## src/rtl/ex_stage.sv

```systemverilog
// Execute stage: operand selection, ALU and a single registered output slot
// with a valid/ready handshake toward EX/MEM.
module ex_stage #(
  parameter int unsigned NB_DATA       = 32,
  parameter int unsigned NB_ADDR       = 5,
  parameter int unsigned NB_ALU_OPCODE = 4
) (
  input  logic                     i_clock,
  input  logic                     i_reset_n,
  input  logic                     i_valid,
  output logic                     o_ready,
  input  logic [NB_ALU_OPCODE-1:0] i_alu_opcode,
  input  logic                     i_second_ope_sa,
  input  logic                     i_first_ope_rt,
  input  logic [NB_DATA-1:0]       i_rs_data,
  input  logic [NB_DATA-1:0]       i_rt_data,
  input  logic [NB_DATA-1:0]       i_imm,
  input  logic                     i_use_imm,
  input  logic [NB_ADDR-1:0]       i_shamt,
  input  logic [NB_ADDR-1:0]       i_rd_addr,
  input  logic                     i_flush,
  input  logic                     i_ready,
  output logic                     o_valid,
  output logic [NB_DATA-1:0]       o_result,
  output logic                     o_zero,
  output logic                     o_overflow,
  output logic [NB_ADDR-1:0]       o_rd_addr
);

  localparam logic [NB_ALU_OPCODE-1:0] OpSll  = NB_ALU_OPCODE'(4'b0000);
  localparam logic [NB_ALU_OPCODE-1:0] OpSrl  = NB_ALU_OPCODE'(4'b0010);
  localparam logic [NB_ALU_OPCODE-1:0] OpSra  = NB_ALU_OPCODE'(4'b0011);
  localparam logic [NB_ALU_OPCODE-1:0] OpSllv = NB_ALU_OPCODE'(4'b1010);
  localparam logic [NB_ALU_OPCODE-1:0] OpSrlv = NB_ALU_OPCODE'(4'b0110);
  localparam logic [NB_ALU_OPCODE-1:0] OpSrav = NB_ALU_OPCODE'(4'b0001);
  localparam logic [NB_ALU_OPCODE-1:0] OpAdd  = NB_ALU_OPCODE'(4'b1100);
  localparam logic [NB_ALU_OPCODE-1:0] OpSub  = NB_ALU_OPCODE'(4'b1011);
  localparam logic [NB_ALU_OPCODE-1:0] OpAnd  = NB_ALU_OPCODE'(4'b0100);
  localparam logic [NB_ALU_OPCODE-1:0] OpOr   = NB_ALU_OPCODE'(4'b1101);
  localparam logic [NB_ALU_OPCODE-1:0] OpXor  = NB_ALU_OPCODE'(4'b1110);
  localparam logic [NB_ALU_OPCODE-1:0] OpNor  = NB_ALU_OPCODE'(4'b0111);
  localparam logic [NB_ALU_OPCODE-1:0] OpSlt  = NB_ALU_OPCODE'(4'b1001);
  localparam logic [NB_ALU_OPCODE-1:0] OpLui  = NB_ALU_OPCODE'(4'b1111);
  localparam int unsigned Msb    = NB_DATA - 1;
  localparam int unsigned LuiPad = NB_DATA - 16;

  logic [NB_DATA-1:0] w_a;
  logic [NB_DATA-1:0] w_b;
  logic [NB_ADDR-1:0] w_sh;
  logic [NB_DATA-1:0] w_sum;
  logic [NB_DATA-1:0] w_diff;
  logic [NB_DATA-1:0] w_res;
  logic               w_ovf;
  logic               w_xfer;

  logic               r_valid;
  logic [NB_DATA-1:0] r_result;
  logic               r_zero;
  logic               r_overflow;
  logic [NB_ADDR-1:0] r_rd_addr;

  // Shifts take their data from rt; variable shifts take the amount from rs.
  always_comb begin
    w_a = (i_first_ope_rt || i_second_ope_sa) ? i_rt_data : i_rs_data;
    if (i_second_ope_sa)     w_b = {{(NB_DATA-NB_ADDR){1'b0}}, i_shamt};
    else if (i_first_ope_rt) w_b = i_rs_data;
    else if (i_use_imm)      w_b = i_imm;
    else                     w_b = i_rt_data;
  end

  assign w_sh   = w_b[NB_ADDR-1:0];
  assign w_sum  = w_a + w_b;
  assign w_diff = w_a - w_b;

  always_comb begin
    w_res = '0;
    w_ovf = 1'b0;
    case (i_alu_opcode)
      OpSll, OpSllv: w_res = w_a << w_sh;
      OpSrl, OpSrlv: w_res = w_a >> w_sh;
      OpSra, OpSrav: w_res = $signed(w_a) >>> w_sh;
      OpAdd: begin
        w_res = w_sum;
        w_ovf = (w_a[Msb] == w_b[Msb]) && (w_sum[Msb] != w_a[Msb]);
      end
      OpSub: begin
        w_res = w_diff;
        w_ovf = (w_a[Msb] != w_b[Msb]) && (w_diff[Msb] != w_a[Msb]);
      end
      OpAnd: w_res = w_a & w_b;
      OpOr:  w_res = w_a | w_b;
      OpXor: w_res = w_a ^ w_b;
      OpNor: w_res = ~(w_a | w_b);
      OpSlt: w_res = {{(NB_DATA-1){1'b0}}, ($signed(w_a) < $signed(w_b))};
      OpLui: w_res = {w_b[15:0], {LuiPad{1'b0}}};
      default: begin
        w_res = '0;
        w_ovf = 1'b0;
      end
    endcase
  end

  // Flush never gates o_ready; it only suppresses the transfer.
  assign o_ready = !r_valid || i_ready;
  assign w_xfer  = i_valid && o_ready && !i_flush;

  always_ff @(posedge i_clock or negedge i_reset_n) begin
    if (!i_reset_n) begin
      r_valid    <= 1'b0;
      r_result   <= '0;
      r_zero     <= 1'b0;
      r_overflow <= 1'b0;
      r_rd_addr  <= '0;
    end else begin
      if (i_flush)      r_valid <= 1'b0;
      else if (w_xfer)  r_valid <= 1'b1;
      else if (i_ready) r_valid <= 1'b0;
      if (w_xfer) begin
        r_result   <= w_res;
        r_zero     <= (w_res == '0);
        r_overflow <= w_ovf;
        r_rd_addr  <= i_rd_addr;
      end
    end
  end

  assign o_valid    = r_valid;
  assign o_result   = r_result;
  assign o_zero     = r_zero;
  assign o_overflow = r_overflow;
  assign o_rd_addr  = r_rd_addr;

endmodule

```

## config.mk

```make
export PLATFORM = sky130hd
export DESIGN_NAME = ex_stage
export DESIGN_NICKNAME = d
export VERILOG_FILES = /design/src/rtl/ex_stage.sv
export SDC_FILE = /design/constraint.sdc
export NUM_CORES = 1
export LEC_CHECK = 0
export CAP_MARGIN = 20
export CORE_MARGIN = 1.5
export CORE_UTILIZATION = 28
export DETAILED_ROUTE_END_ITERATION = 6
export DONT_BUFFER_PORTS = 1
export SYNTH_ARGS = -nofsm -noshare
export SYNTH_HDL_FRONTEND = slang
export SYNTH_SLANG_ARGS = --single-unit
```

## constraint.sdc

```tcl
create_clock -name i_clock -period 4.69 [get_ports i_clock]
set_input_delay 0.469 -clock i_clock [delete_from_list [all_inputs] [get_ports i_clock]]
set_output_delay 0.469 -clock i_clock [all_outputs]
set_load 0.005 [all_outputs]
```

==> results.sh <==
export IMPL_fin_skew_ns=0.00389
export IMPL_drive_gt1_share_pct=24.1
export IMPL_vias=16200
export IMPL_synth_area_top_cells="ha_1 (10%), dfrtp_1 (8.3%), mux2i_1 (7.0%)"
export IMPL_final_area_sq_um=15400
export IMPL_yosysMostFrequentCell="nor2_1"
export IMPL_avgSynthCellArea_sq_um=6.83
export IMPL_first_iter_violations=1834
export IMPL_synth_compound_area_share_pct=40.0
export IMPL_dpl_cell_area_sq_um=15100
export IMPL_net_switching_power_mw=1.87
export IMPL_fillers=4600
export IMPL_rows=75
export IMPL_relSlewSlack_pct=35.2
export IMPL_pwr_share_comb_pct=77.3
export IMPL_p_sw_share_pct=52.0
export IMPL_fin_nets=2222
export IMPL_path_buf_inv=3
export IMPL_power_density_nw_per_um2=234
export IMPL_min_path_type="primary input to asynchronous set/reset pin"
export IMPL_fin_cells=2546
export IMPL_dieHeight_um=211
export IMPL_routabilityCongestion=1.05
export IMPL_track_usage_pct=35.4
export IMPL_clock_sinks=40
export IMPL_critical_path_top_delay_family="simple AND/OR/NAND/NOR gates"
export IMPL_wirelength_um=80300
export IMPL_finalCritPeriodShare_pct=98.4
export IMPL_dp_hpwl_um=66700
export IMPL_synth_area_sq_um=12100
export IMPL_ys_types=88
export IMPL_p_total_mw=3.60
export IMPL_grt_max_degree=80
export IMPL_core_region_area_sq_um=42200
export IMPL_yosys_area_top_type="ha_1"
export IMPL_end_kind="register"
export IMPL_criticalPathCategory="primary input to register"
export IMPL_slowest_delay_ns=0.35
export IMPL_io_buffers=0
export IMPL_yosysWarnings=0
export IMPL_required_ns=4.90
export IMPL_async_flop_share_pct=100
export IMPL_seq_power_share_pct=13.8
export IMPL_cts_tree="yes"
export IMPL_antenna_found_initial=9
export IMPL_io_pins=159
export IMPL_multi_input_area_sq_um=10200
export IMPL_synth_cells=1767
export IMPL_synth_top_area_share_pct=10.3
export IMPL_setup_violations=0
export IMPL_clk_pin_slew_ns=0.06
export IMPL_synth_nets=1986
export IMPL_ctsLongestPathBuffers=2
export IMPL_vdd_drop_max_mv=0.180
export IMPL_synthFlopType="dfrtp_1"
export IMPL_synth_edff_count=0
export IMPL_die_x_um=211
export IMPL_initial_utilization_pct=28.6
export IMPL_ff_latch_area_sq_um=1000
export IMPL_htree_num_levels=2
export IMPL_grt_pass1_wl_um=114000
export IMPL_synthAdderAreaFrac_pct=10.6
export IMPL_synth_simple_gate_area_share_pct=19.8
export IMPL_clk_latency_ns=0.27
export IMPL_dpl_cell_count=2532
export IMPL_slew_viol_final=0
export IMPL_start_kind="primary input"
export IMPL_ys_seq_elements=40
export IMPL_drc=0
export IMPL_synth_top_cells_by_count="nor2_1 (171), a21oi_1 (149), o21ai_0 (144), nand2_1 (130), inv_1 (113)"
export IMPL_synth_yosys_seq_area_share_pct=8.29
export IMPL_synthToLayoutAreaGrowth_pct=27.3
export IMPL_outcome="completed"
export IMPL_path_cells="or2_1 > buf_6 > buf_4 > mux2_2 > ha_1 > nor3_2 > nand3_1 > nor3_1 > buf_4 > a21o_1 > a21oi_1 > o31a_1 > a211oi_1 > o21ai_0 > nor4_2 > nand3_1 > nor4_1 > a31o_1"
export IMPL_cts_buffers=5
export IMPL_via_per_inst=6.35
export IMPL_grt_pass1_vias=15500
export IMPL_synth_mux_area_share_pct=11.8
export IMPL_die_area_sq_um=44400
export IMPL_min_period_ns=4.61
export IMPL_fin_util_pct=36.4
export IMPL_crit_fanout=79
export IMPL_leakage_nw=6.66
export IMPL_fmax_mhz=217
export IMPL_drtAntennaViolNets=0
export IMPL_cts_root_buffer="clkbuf_16"
export IMPL_intPower_mw=1.72
export IMPL_maxCapViolCount=0
export IMPL_hold_viol=0
export IMPL_clock_power_share_pct=8.8
export IMPL_drt_pass1_iter_count=6
export IMPL_worst_pin_slew_ns=0.962
export IMPL_overflow=0
export IMPL_cpMaxStageDelayCell="o31a_1"
export IMPL_synth_xor_area_share_pct=0.580
export IMPL_synth_top_family_by_area="compound AO/OA/AOI/OAI gates"
export IMPL_wl_per_cell_um=31.6
export IMPL_crit_arrival_ns=4.83
-- cell families (layout without fill, tap and decap cells) --
logic type | Yosys count | in the layout
compound gates | 718 | 718
xor+xnor | 8 | 8
fa+ha+maj | 101 | 101
buf+inv | 259 | 495
flops | 40 | 40
mux | 131 | 131
other cells | 0 | 4
simple gates | 510 | 510
-- metrics by stage --
stage,hold slack (ns),worst slack [ns],TNS [ns]
finish,0.0351,0.0772,0
detailed placement,0.174,-0.441,-1.20
CTS,0.0396,0.0594,0
floorplan,0.173,0.00142,0
global placement,0.174,-0.396,-0.972
global route,0.0465,-0.00575,-0.00575
-- power groups by stage --
stage                     clock [mW]  combinational [mW]  sequential, mW
after global placement             0                2.67           0.504
after floorplan                    0                1.38           0.479
after global routing           0.338                2.91           0.509
after CTS                      0.323                2.67           0.502
after detailed placement           0                2.65           0.508
final                          0.317                2.78           0.497
-- state kept, by name, indices dropped and copies added (netlist names) --
register and count:
o_overflow 1, o_rd_addr 5, o_result 32, o_zero 1, o_valid 1
-- worst paths after layout --
check                          endpoint  slack, ns           start  cells after the start
setup / recovery                 o_zero       0.08  i_first_ope_rt                     18
hold / removal              o_result[0]       0.04       i_reset_n                      1
setup reg to reg                 o_zero       1.66         o_valid                     11
hold reg to reg             o_result[4]       0.52     o_result[4]                      1
max in group asynchronous  o_result[15]       4.45       i_reset_n                      1
min in group i_clock            o_valid       0.25         i_flush                      1
-- cells in the final DEF (no fill, tap or decap), types with 8 or more instances in the layout --
cell / instances
mux2i_1: 85
a21o_1: 12
nor4_1: 11
nor3_1: 37
o31ai_1: 16
nor2b_1: 33
nor2_1: 171
a211oi_1: 49
ha_1: 95
o21bai_1: 12
nand4_1: 11
xnor2_1: 8
a221o_1: 12
nand3_1: 40
o211ai_1: 37
a21oi_1: 146
o21ai_0: 138
mux2_2: 41
a211o_1: 22
o221ai_1: 18
dfrtp_1: 40
o21a_1: 13
nand2b_1: 17
or3_1: 8
a22oi_1: 15
a31oi_1: 19
o22ai_1: 55
o21ai_1: 19
nand2_1: 130
inv_1: 113
buf_4: 360
a221oi_1: 28
-- layout make-up --
type / instances / area share (%)
Multi-Input combinational cell: 1468 / 66.6
Timing Repair Buffer: 368 / 18.6
Sequential cell: 40 / 6.51
Tap cell: 539 / 4.39
Inverter: 120 / 2.96
Clock buffer: 6 / 0.838
Antenna cell: 4 / 0.0651
Clock inverter: 1 / 0.0326
-- layer usage --
layer	routed length [um]	track usage, %
met2	34700	54.0
met3	5970	7.02
met1	34600	46.7
met5	42	0
met4	5090	19.2
-- timing repair --
| action | CTS | global route |
|---|---|---|
| endpoints found under the hold margin | 40 | 0 |
| buffers inserted | 0 | 2 |
| gates resized for setup | 5 | 23 |
| hold buffers | 1 | 0 |
| endpoints found under the setup margin | 2 | 6 |
| cloned | 0 | 0 |
| pin swaps | 0 | 11 |
Note: power is estimated with default switching activity, not from simulation.
